[src/rtl/board_io_pkg.sv]
// Board I/O constants and helpers shared by the input debounce block.
// Timing defaults assume the 50 MHz board oscillator.
package board_io_pkg;

    localparam int unsigned CLK_HZ              = 50_000_000;
    localparam int unsigned DEBOUNCE_10MS       = CLK_HZ / 100;
    localparam int unsigned REPEAT_DELAY_500MS  = CLK_HZ / 2;
    localparam int unsigned REPEAT_PERIOD_100MS = CLK_HZ / 10;

    // Bits needed to hold any value in 0..max_count, never less than one.
    function automatic int unsigned cnt_width(input int unsigned max_count);
        return (max_count < 32'd2) ? 32'd1 : $clog2(max_count + 32'd1);
    endfunction

endpackage

[src/rtl/board_input_debounce_if.sv]
// Pin-side and clean-side signal bundle of the board input debounce block.
// The slave modport is the debouncer; the master modport is the pin driver and consumer.
interface board_input_debounce_if #(
    parameter int unsigned CHANNELS = 4
);
    logic [CHANNELS-1:0] i_in;
    logic [CHANNELS-1:0] o_level;
    logic [CHANNELS-1:0] o_rise;
    logic [CHANNELS-1:0] o_fall;
    logic [CHANNELS-1:0] o_press;

    modport master (output i_in, input o_level, o_rise, o_fall, o_press);
    modport slave  (input i_in, output o_level, o_rise, o_fall, o_press);
endinterface

[src/rtl/debounce_channel.sv]
// One input channel: two-flop synchroniser, debounce counter, edge strobes
// and optional press auto-repeat. Every output comes straight from a flop.
module debounce_channel
    import board_io_pkg::*;
#(
    parameter logic        INVERT          = 1'b0,
    parameter int unsigned DEBOUNCE_CYCLES = DEBOUNCE_10MS,
    parameter bit          REPEAT_EN       = 1'b0,
    parameter int unsigned REPEAT_DELAY    = REPEAT_DELAY_500MS,
    parameter int unsigned REPEAT_PERIOD   = REPEAT_PERIOD_100MS
) (
    input  logic i_clk,
    input  logic i_rst_n,
    input  logic i_pin,
    output logic o_level,
    output logic o_rise,
    output logic o_fall,
    output logic o_press
);

    localparam int unsigned DEB_W   = cnt_width(DEBOUNCE_CYCLES);
    localparam int unsigned RPT_MAX = (REPEAT_DELAY > REPEAT_PERIOD) ? REPEAT_DELAY : REPEAT_PERIOD;
    localparam int unsigned RPT_W   = cnt_width(RPT_MAX);

    localparam logic [DEB_W-1:0] DEB_LAST    = DEB_W'(DEBOUNCE_CYCLES - 1);
    localparam logic [RPT_W-1:0] DELAY_LAST  = RPT_W'(REPEAT_DELAY - 1);
    localparam logic [RPT_W-1:0] PERIOD_LAST = RPT_W'(REPEAT_PERIOD - 1);

    logic             sync1_q, sync1_d;
    logic             sync2_q, sync2_d;
    logic [DEB_W-1:0] cnt_q, cnt_d;
    logic             level_q, level_d;
    logic             rise_q, rise_d;
    logic             fall_q, fall_d;
    logic             press_q, press_d;
    logic [RPT_W-1:0] rpt_cnt_q, rpt_cnt_d;
    logic             repeating_q, repeating_d;
    logic             s;
    logic             rpt_hit;

    // Synchronise, then accept a new level only after DEBOUNCE_CYCLES disagreeing samples.
    always_comb begin
        sync1_d = i_pin;
        sync2_d = sync1_q;
        s       = sync2_q ^ INVERT;
        level_d = level_q;
        cnt_d   = '0;
        if (s != level_q) begin
            if (cnt_q == DEB_LAST) begin
                level_d = ~level_q;
            end else begin
                cnt_d = cnt_q + DEB_W'(1);
            end
        end
        rise_d = level_d & ~level_q;
        fall_d = ~level_d & level_q;
    end

    // Repeat timing runs only while the level is held high and not falling this cycle.
    always_comb begin
        rpt_cnt_d   = '0;
        repeating_d = 1'b0;
        rpt_hit     = 1'b0;
        if (level_q && level_d) begin
            rpt_hit     = (rpt_cnt_q == (repeating_q ? PERIOD_LAST : DELAY_LAST));
            repeating_d = repeating_q | rpt_hit;
            rpt_cnt_d   = rpt_hit ? '0 : rpt_cnt_q + RPT_W'(1);
        end
        press_d = rise_d | (REPEAT_EN & rpt_hit);
    end

    always_ff @(posedge i_clk) begin
        if (!i_rst_n) begin
            sync1_q     <= INVERT;
            sync2_q     <= INVERT;
            cnt_q       <= '0;
            level_q     <= 1'b0;
            rise_q      <= 1'b0;
            fall_q      <= 1'b0;
            press_q     <= 1'b0;
            rpt_cnt_q   <= '0;
            repeating_q <= 1'b0;
        end else begin
            sync1_q     <= sync1_d;
            sync2_q     <= sync2_d;
            cnt_q       <= cnt_d;
            level_q     <= level_d;
            rise_q      <= rise_d;
            fall_q      <= fall_d;
            press_q     <= press_d;
            rpt_cnt_q   <= rpt_cnt_d;
            repeating_q <= repeating_d;
        end
    end

    assign o_level = level_q;
    assign o_rise  = rise_q;
    assign o_fall  = fall_q;
    assign o_press = press_q;

endmodule

[src/rtl/board_input_debounce.sv]
// Debounce and edge-detect all board keys and switches; one independent
// debounce_channel per input pin.
module board_input_debounce
    import board_io_pkg::*;
#(
    parameter int unsigned         CHANNELS        = 4,
    parameter logic [CHANNELS-1:0] INVERT          = '0,
    parameter int unsigned         DEBOUNCE_CYCLES = DEBOUNCE_10MS,
    parameter bit                  REPEAT_EN       = 1'b0,
    parameter int unsigned         REPEAT_DELAY    = REPEAT_DELAY_500MS,
    parameter int unsigned         REPEAT_PERIOD   = REPEAT_PERIOD_100MS
) (
    input logic                   i_clk,
    input logic                   i_rst_n,
    board_input_debounce_if.slave bus
);

    logic [CHANNELS-1:0] level_w;
    logic [CHANNELS-1:0] rise_w;
    logic [CHANNELS-1:0] fall_w;
    logic [CHANNELS-1:0] press_w;

    for (genvar i = 0; i < int'(CHANNELS); i++) begin : g_ch
        debounce_channel #(
            .INVERT          (INVERT[i]),
            .DEBOUNCE_CYCLES (DEBOUNCE_CYCLES),
            .REPEAT_EN       (REPEAT_EN),
            .REPEAT_DELAY    (REPEAT_DELAY),
            .REPEAT_PERIOD   (REPEAT_PERIOD)
        ) u_ch (
            .i_clk   (i_clk),
            .i_rst_n (i_rst_n),
            .i_pin   (bus.i_in[i]),
            .o_level (level_w[i]),
            .o_rise  (rise_w[i]),
            .o_fall  (fall_w[i]),
            .o_press (press_w[i])
        );
    end

    assign bus.o_level = level_w;
    assign bus.o_rise  = rise_w;
    assign bus.o_fall  = fall_w;
    assign bus.o_press = press_w;

endmodule

[src/flat_wrapper.sv]
// flat-port wrapper written by rule: the top's interface ports become plain ports
module board_input_debounce_flat import board_io_pkg::*;
#(
    parameter int unsigned         CHANNELS        = 4,
    parameter logic [CHANNELS-1:0] INVERT          = '0,
    parameter int unsigned         DEBOUNCE_CYCLES = DEBOUNCE_10MS,
    parameter bit                  REPEAT_EN       = 1'b0,
    parameter int unsigned         REPEAT_DELAY    = REPEAT_DELAY_500MS,
    parameter int unsigned         REPEAT_PERIOD   = REPEAT_PERIOD_100MS
)
  (i_clk, i_rst_n, bus_i_in, bus_o_level, bus_o_rise, bus_o_fall, bus_o_press);
  board_input_debounce_if #(.CHANNELS(CHANNELS)) bus_i ();
  input logic i_clk;
  input logic i_rst_n;
  input wire logic [$bits(bus_i.i_in)-1:0] bus_i_in;
  output wire logic [$bits(bus_i.o_level)-1:0] bus_o_level;
  output wire logic [$bits(bus_i.o_rise)-1:0] bus_o_rise;
  output wire logic [$bits(bus_i.o_fall)-1:0] bus_o_fall;
  output wire logic [$bits(bus_i.o_press)-1:0] bus_o_press;
  assign bus_i.i_in = bus_i_in;
  assign bus_o_level = bus_i.o_level;
  assign bus_o_rise = bus_i.o_rise;
  assign bus_o_fall = bus_i.o_fall;
  assign bus_o_press = bus_i.o_press;
  board_input_debounce #(.CHANNELS(CHANNELS), .INVERT(INVERT), .DEBOUNCE_CYCLES(DEBOUNCE_CYCLES), .REPEAT_EN(REPEAT_EN), .REPEAT_DELAY(REPEAT_DELAY), .REPEAT_PERIOD(REPEAT_PERIOD)) u_core (.i_clk(i_clk), .i_rst_n(i_rst_n), .bus(bus_i));
endmodule
[config.mk]
export PLATFORM = sky130hd
export DESIGN_NAME = board_input_debounce_flat
export DESIGN_NICKNAME = d
export VERILOG_FILES = /design/src/rtl/board_io_pkg.sv /design/src/rtl/board_input_debounce_if.sv /design/src/rtl/debounce_channel.sv /design/src/rtl/board_input_debounce.sv /design/src/flat_wrapper.sv
export SDC_FILE = /design/constraint.sdc
export NUM_CORES = 1
export LEC_CHECK = 0
export CAP_MARGIN = 10
export CORE_ASPECT_RATIO = 1.4
export CORE_MARGIN = 3
export CORE_UTILIZATION = 55
export CTS_BUF_LIST = sky130_fd_sc_hd__clkbuf_2 sky130_fd_sc_hd__clkbuf_4 sky130_fd_sc_hd__clkbuf_8
export DETAILED_ROUTE_END_ITERATION = 6
export GPL_TIMING_DRIVEN = 1
export PLACE_DENSITY = 0.85
export SLEW_MARGIN = 10
export SYNTH_ARGS = -nofsm -noshare
export SYNTH_HDL_FRONTEND = slang
export SYNTH_SLANG_ARGS = --single-unit
[constraint.sdc]
create_clock -name i_clk -period 2.18 [get_ports i_clk]
set_clock_uncertainty 0.05 [all_clocks]
set_input_delay 0.436 -clock i_clk [delete_from_list [all_inputs] [get_ports i_clk]]
set_output_delay 0.436 -clock i_clk [all_outputs]
set_load 0.02 [all_outputs]
==> results by group, run 1 <==
Run status
  – Status: finished clean

Critical path
  – Top cell by count, worst path: or4_1
  – CP Class: flip-flop to flip-flop
  – Cell family with the largest share of critical-path delay: simple AND/OR/NAND/NOR gates
  – Max stage delay cell, worst path: or4_1
  – CP Cell Sequence: nand3_2, or4_1, or4_1, a21oi_1
  – WP depth: 4
  – Crit path capture type: flip-flop
  – Data arrival, critical path: 2.23 ns
  – Worst setup SP type: flip-flop
  – CP bufs+invs: 0
  – Worst path max stage delay: about 0.67 ns
  – Worst Path Max Fanout: 8
  – Worst Path Required: 2.42 ns
  – Worst Reg2Reg Path Length in Cells: 4

Hold path
  – Hold Crit Class: flip-flop to flip-flop
  – Hold depth: 1

STA
  – Fmax: 503 MHz
  – Min cycle time layout: 1.99 ns
  – Final setup fails: 0
  – Slew Viols, Final: 0
  – Crit share post-route: 91.2%
  – Slew headroom: 48.7%
  – Final hold violation count: 0
  – Worst Max-Slew Pin Slew: 0.767 ns
  – Final setup TNS: 0 ns
  – Final hold slack: 0.389 ns
  – RSZ-0062 raised after global routing: false

Synthesis
  – Mapped cell area: 4200 um2
  – Synthesized Nets: approximately 480
  – Synth Warn #: 0
  – Async set-reset flop share out of synthesis: 0%
  – Ys flop type: dfxtp_1
  – Post-synth EDFFs: 0
  – Yosys reg bits: 96
  – Synth cell types: 39
  – Post-synthesis sequential area ratio: between 40% and 50%
  – Post-Synthesis Cells: between 400 and 500
  – Syn avg cell area: 8.88 um2

Place
  – Post-DP HPWL: 5320 um
  – Port Buffer Count: 21
  – Placer Congestion: 0.818

Pwr
  – Internal cell power: 2.26 mW
  – NetSw: slightly below 0.6 mW
  – Net Sw Frac: 20.8%
  – Power share of the clock group: 36.6%
  – Comb pwr share: under 10%
  – Power Density: between 600 and 700 nW/um2
  – Total power: about 2.9 mW
  – Sequential power share: about three fifths
  – Leak: 1.41 nW
  – Maximum vdd drop: 336 uV

Route
  – 1st-pass router iterations: 4
  – Number of vias per cell: 5.64
  – Post-route ant nets: 0
  – Number of vias in the routed layout: between 3000 and 4000
  – DRT iter0 DRCs: 196
  – Routed len/inst: 13.0 um
  – DRC Markers: 0
  – Wirelength, routed: 7580 um

Die
  – Die height: 109 um
  – # IOs: 22
  – Row Count: 37
  – Die Width: 79.9 um
  – Initial Utilization: 56.7%
  – Die outline area: 8740 um2
  – Core ar.: about 7400 um2

Final layout
  – Share of layout cells above drive strength 1: about 7%
  – Ant. Diodes: 0
  – Final core utilization: 62.0%
  – Area growth from synthesis to layout: 9.26%
  – Nets: 494

Clocking
  – Cts bufs inserted: 9
  – Clock buffer depth: 2
  – Root buf cell: clkbuf_8
  – Total setup buffers inserted after CTS: 0
  – Htree depth: 3
  – CTS clk-pin slew, worst paths: roughly 0.090 ns
  – Worst skew pair latency: 0.36 ns
  – Clk sinks: 96
  – CTS resizes: 0
  – Hold_buf cts: 0
  – CTS tree: done

GRT
  – Largest net degree at the start of global routing: 20
  – GRT overflow: 0
  – Vias in the first global route: around 3100
  – Initial antenna violation count: 0
  – GRT Util Overall: a little under a fifth
  – First-pass GRT wire length: 12900 um

Flow run
  – Max Cap Viol: 0
-- power groups by stage --
stage,Sequential [mW],Combinational (mW),Clock (mW)
after global routing,1.77,0.0478,1.13
after global placement,1.81,0.0413,0
after CTS,1.77,0.0424,1.08
after detailed placement,1.81,0.0419,0
final,1.77,0.0420,1.04
after floorplan,1.81,0.0254,0
-- synth_stat cells, types with 2 or more instances --
library cell,instances,area [um2]
o21a_1,2,15.0
nor3_1,7,35.0
ha_1,4,50.1
nor2_1,62,233
and4_1,11,96.3
o21ai_0,17,85.1
o21ai_2,2,17.5
o31ai_1,6,45.0
nand3_1,26,130
xor2_1,24,210
buf_4,17,128
xnor2_1,26,228
or3_2,3,22.5
nand2_1,21,78.8
and3_1,8,50.1
inv_1,15,56.3
nor2b_1,7,43.8
nor4_1,11,68.8
a21oi_1,23,115
or3_1,15,93.8
and2_1,11,68.8
or4_1,9,67.6
clkbuf_1,9,33.8
buf_2,2,10.0
nor4b_1,6,52.6
nand4_1,21,131
dfxtp_1,96,1920
-- layer usage --
layer	global-route usage, %	share of wire [%]	wire length [um]	vias to the layer above
met5	0	0	0	-
met4	9.66	2.9	219	0
met3	3.85	2.9	223	21
met2	33.9	51	3830	51
met1	19.7	44	3310	1559
li1	-	-	-	1671
-- cell usage in the layout, fill, tap and decap left out, types with 11 or more instances in the layout --
cell type        instances
clkdlybuf4s50_1         21
a21oi_1                 23
or3_1                   15
nand4_1                 21
and4_1                  11
nand2_1                 21
xnor2_1                 26
and2_1                  11
nand3_1                 26
nor2_1                  62
nor4_1                  11
o21ai_0                 17
dfxtp_1                 96
inv_1                   15
xor2_1                  24
clkbuf_8                11
-- area by class of cell --
class	count	area, um2
Timing Repair Buffer	28	263
Fill cell	615	2820
Clock inverter	3	17.5
Sequential cell	96	1920
Multi-Input combinational cell	334	2050
Tap cell	97	121
Clock buffer	12	159
Inverter	15	56.3
-- logic make-up (layout without fill, tap and decap cells) --
group           Yosys count  in the layout  synth area share, %
xor+xnor                 50             50                 10.4
flops                    96             96                 45.7
compound gates           53             53                 7.39
simple gates            227            227                 29.8
buf+inv                  43             58                 5.42
fa+ha+maj                 4              4                 1.19
-- worst paths after layout --
path / start / end / slack, ns
setup / recovery: u_core.g_ch[3].u_ch.cnt_q[3]$_SDFF_PP0_ / u_core.g_ch[3].u_ch.cnt_q[17]$_SDFF_PP0_ / 0.19
setup reg to reg: u_core.g_ch[3].u_ch.cnt_q[3]$_SDFF_PP0_ / u_core.g_ch[3].u_ch.cnt_q[17]$_SDFF_PP0_ / 0.19
hold / removal: u_core.g_ch[2].u_ch.sync1_q$_SDFF_PN0_ / u_core.g_ch[2].u_ch.s$_SDFF_PN0_ / 0.39
hold reg to reg: u_core.g_ch[2].u_ch.sync1_q$_SDFF_PN0_ / u_core.g_ch[2].u_ch.s$_SDFF_PN0_ / 0.39
-- worst register-to-register path, cell delays in order, from the launching register on --
cell and delay, ns:
dfxtp_1 0.42, nand3_2 0.12, or4_1 0.67, or4_1 0.52, a21oi_1 0.15
-- registers in the layout, summed over array words and instances, names as in the netlist --
register and flops:
u_core.g_ch.u_ch.sync1_q 4, u_core.g_ch.u_ch.o_fall 4, u_core.g_ch.u_ch.cnt_q 76, u_core.g_ch.u_ch.o_level 4
u_core.g_ch.u_ch.s 4, u_core.g_ch.u_ch.o_press 4
-- metrics by stage --
step                      cells  cell area, um2  setup WS [ns]
after floorplan             473            4200          0.147
after global placement      570            4410          0.257
after detailed placement    570            4410          0.209
after CTS                   585            4590          0.190
after global routing        585            4590         0.0177
final                       585            4590          0.191
Power figures use the tool's default switching activity.
==> inputs of run 2 (changes only) <==
Settings changed: CORE_MARGIN 3 to 8, CORE_UTILIZATION 55 to 56, CTS_CLUSTER_DIAMETER from default to 80, PLACE_DENSITY 0.85 to 0.86.
==> results by group, run 2 (synthesis results as in run 1) <==
Run status
  – Status: finished clean

Clocking
  – CTS clk-pin slew, worst paths: 0.10 ns
  – Root buf cell: clkbuf_8
  – CTS resizes: 0
  – Total setup buffers inserted after CTS: 0
  – Worst skew pair latency: 0.37 ns
  – CTS tree: done
  – Clk sinks: 96
  – Htree depth: 3
  – Cts bufs inserted: 9
  – Hold_buf cts: 0
  – Clock buffer depth: 2

STA
  – Final setup fails: 0
  – Final setup TNS: 0 ns
  – Fmax: about 500 MHz
  – Final hold violation count: 0
  – Slew Viols, Final: 0
  – RSZ-0062 raised after global routing: false
  – Slew headroom: 62.3%
  – Final Worst Setup Slack: 0.171 ns
  – Min cycle time layout: 2.01 ns
  – Worst Max-Slew Pin Slew: 0.561 ns
  – Final hold slack: roughly 0.4 ns
  – Crit share post-route: 92.2%

GRT
  – First-pass GRT wire length: 14400 um
  – GRT Util Overall: 16.8%
  – Vias in the first global route: about 3300
  – Initial antenna violation count: 0
  – GRT overflow: 0
  – Largest net degree at the start of global routing: 20

Final layout
  – Area growth from synthesis to layout: 9.95%
  – Share of layout cells above drive strength 1: 7.55%
  – Final core utilization: 63.2%
  – Nets: 495
  – Most common cell after layout, fill and taps aside: dfxtp_1
  – Final Cell Area: 4620 um2
  – Ant. Diodes: 0
  – Most frequent cells in the layout: 96 x dfxtp_1, 62 x nor2_1, 26 x nand3_1, 26 x xnor2_1, 24 x xor2_1
  – Most flop-heavy register: u_core.g_ch.u_ch.cnt_q
  – Max FFs per register: 76
  – # fillers: 612
  – Final std cells w/o fill: 587

Pwr
  – Leak: 1.41 nW
  – Total power: 2.92 mW
  – Maximum vdd drop: 373 uV
  – Power Density: 632 nW/um2

Critical path
  – Data arrival, critical path: around 2.3 ns
  – Worst Path Required: 2.43 ns
  – Crit path capture type: flip-flop
  – CP Class: flip-flop to flip-flop
  – Worst setup SP type: flip-flop
  – Worst Path Max Fanout: 8

Die
  – Die Width: 89.2 um
  – Die height: roughly 120 um
  – # IOs: 22
  – Row Count: 37
  – Initial Utilization: 57.4%
  – Die outline area: 10600 um2
  – Core ar.: roughly 7300 um2

Place
  – Pre-CTS setup slack: 0.163 ns
  – Post-DP HPWL: approximately 5800 um
  – Placer Congestion: 0.800
  – DP Area: approximately 4400 um2
  – Placed cells: between 500 and 600
  – Port Buffer Count: 21

Route
  – 1st-pass router iterations: 4
  – Wirelength, routed: between 8000 and 9000 um
  – Post-route ant nets: 0
  – DRT iter0 DRCs: 177
  – Number of vias per cell: 5.72
  – Routed len/inst: 14.0 um
  – DRC Markers: 0
  – Number of vias in the routed layout: approximately 3400

Hold path
  – Hold Crit Class: flip-flop to flip-flop

Flow run
  – Max Cap Viol: 0
run 2: final timing paths:
path,cells after the start,from,slack (ns),endpoint
max reg2reg,4,u_core.g_ch[3].u_ch.cnt_q[3]$_SDFF_PP0_,0.17,u_core.g_ch[3].u_ch.cnt_q[17]$_SDFF_PP0_
min reg2reg,1,u_core.g_ch[0].u_ch.sync1_q$_SDFF_PN0_,0.40,u_core.g_ch[0].u_ch.s$_SDFF_PN0_
min,1,u_core.g_ch[0].u_ch.sync1_q$_SDFF_PN0_,0.40,u_core.g_ch[0].u_ch.s$_SDFF_PN0_
max,4,u_core.g_ch[3].u_ch.cnt_q[3]$_SDFF_PP0_,0.17,u_core.g_ch[3].u_ch.cnt_q[17]$_SDFF_PP0_
run 2: area by class of cell:
type	instances	area, um2	share of cell area [%]
Inverter	15	56.3	1.22
Multi-Input combinational cell	334	2060	44.6
Timing Repair Buffer	29	270	5.85
Clock buffer	10	138	2.98
Tap cell	97	121	2.63
Sequential cell	96	1920	41.6
Clock inverter	6	51.3	1.11
run 2: power breakdown:
group | leakage (nW) | switching, mW | internal (mW)
Clock | 0.0870 | 0.651 | 0.459
Sequential | 0.775 | 0.00570 | 1.76
Combinational | 0.550 | 0.0237 | 0.0196
run 2: worst max-delay path, cell delays in order (launching register included):
cell and delay (ns):
dfxtp_1 0.45, nand3_2 0.13, or4_1 0.66, or4_1 0.50, a21oi_1 0.16
run 2: layer usage:
layer | vias up | track usage, % | wire [um] | share of wire, %
li1 | 1672 | - | - | -
met1 | 1592 | 18.2 | 3460 | 42
met2 | 76 | 28.9 | 4230 | 51
met3 | 19 | 3.74 | 361 | 4.4
met4 | 0 | 8.99 | 197 | 2.4
met5 | - | 0 | 0 | 0
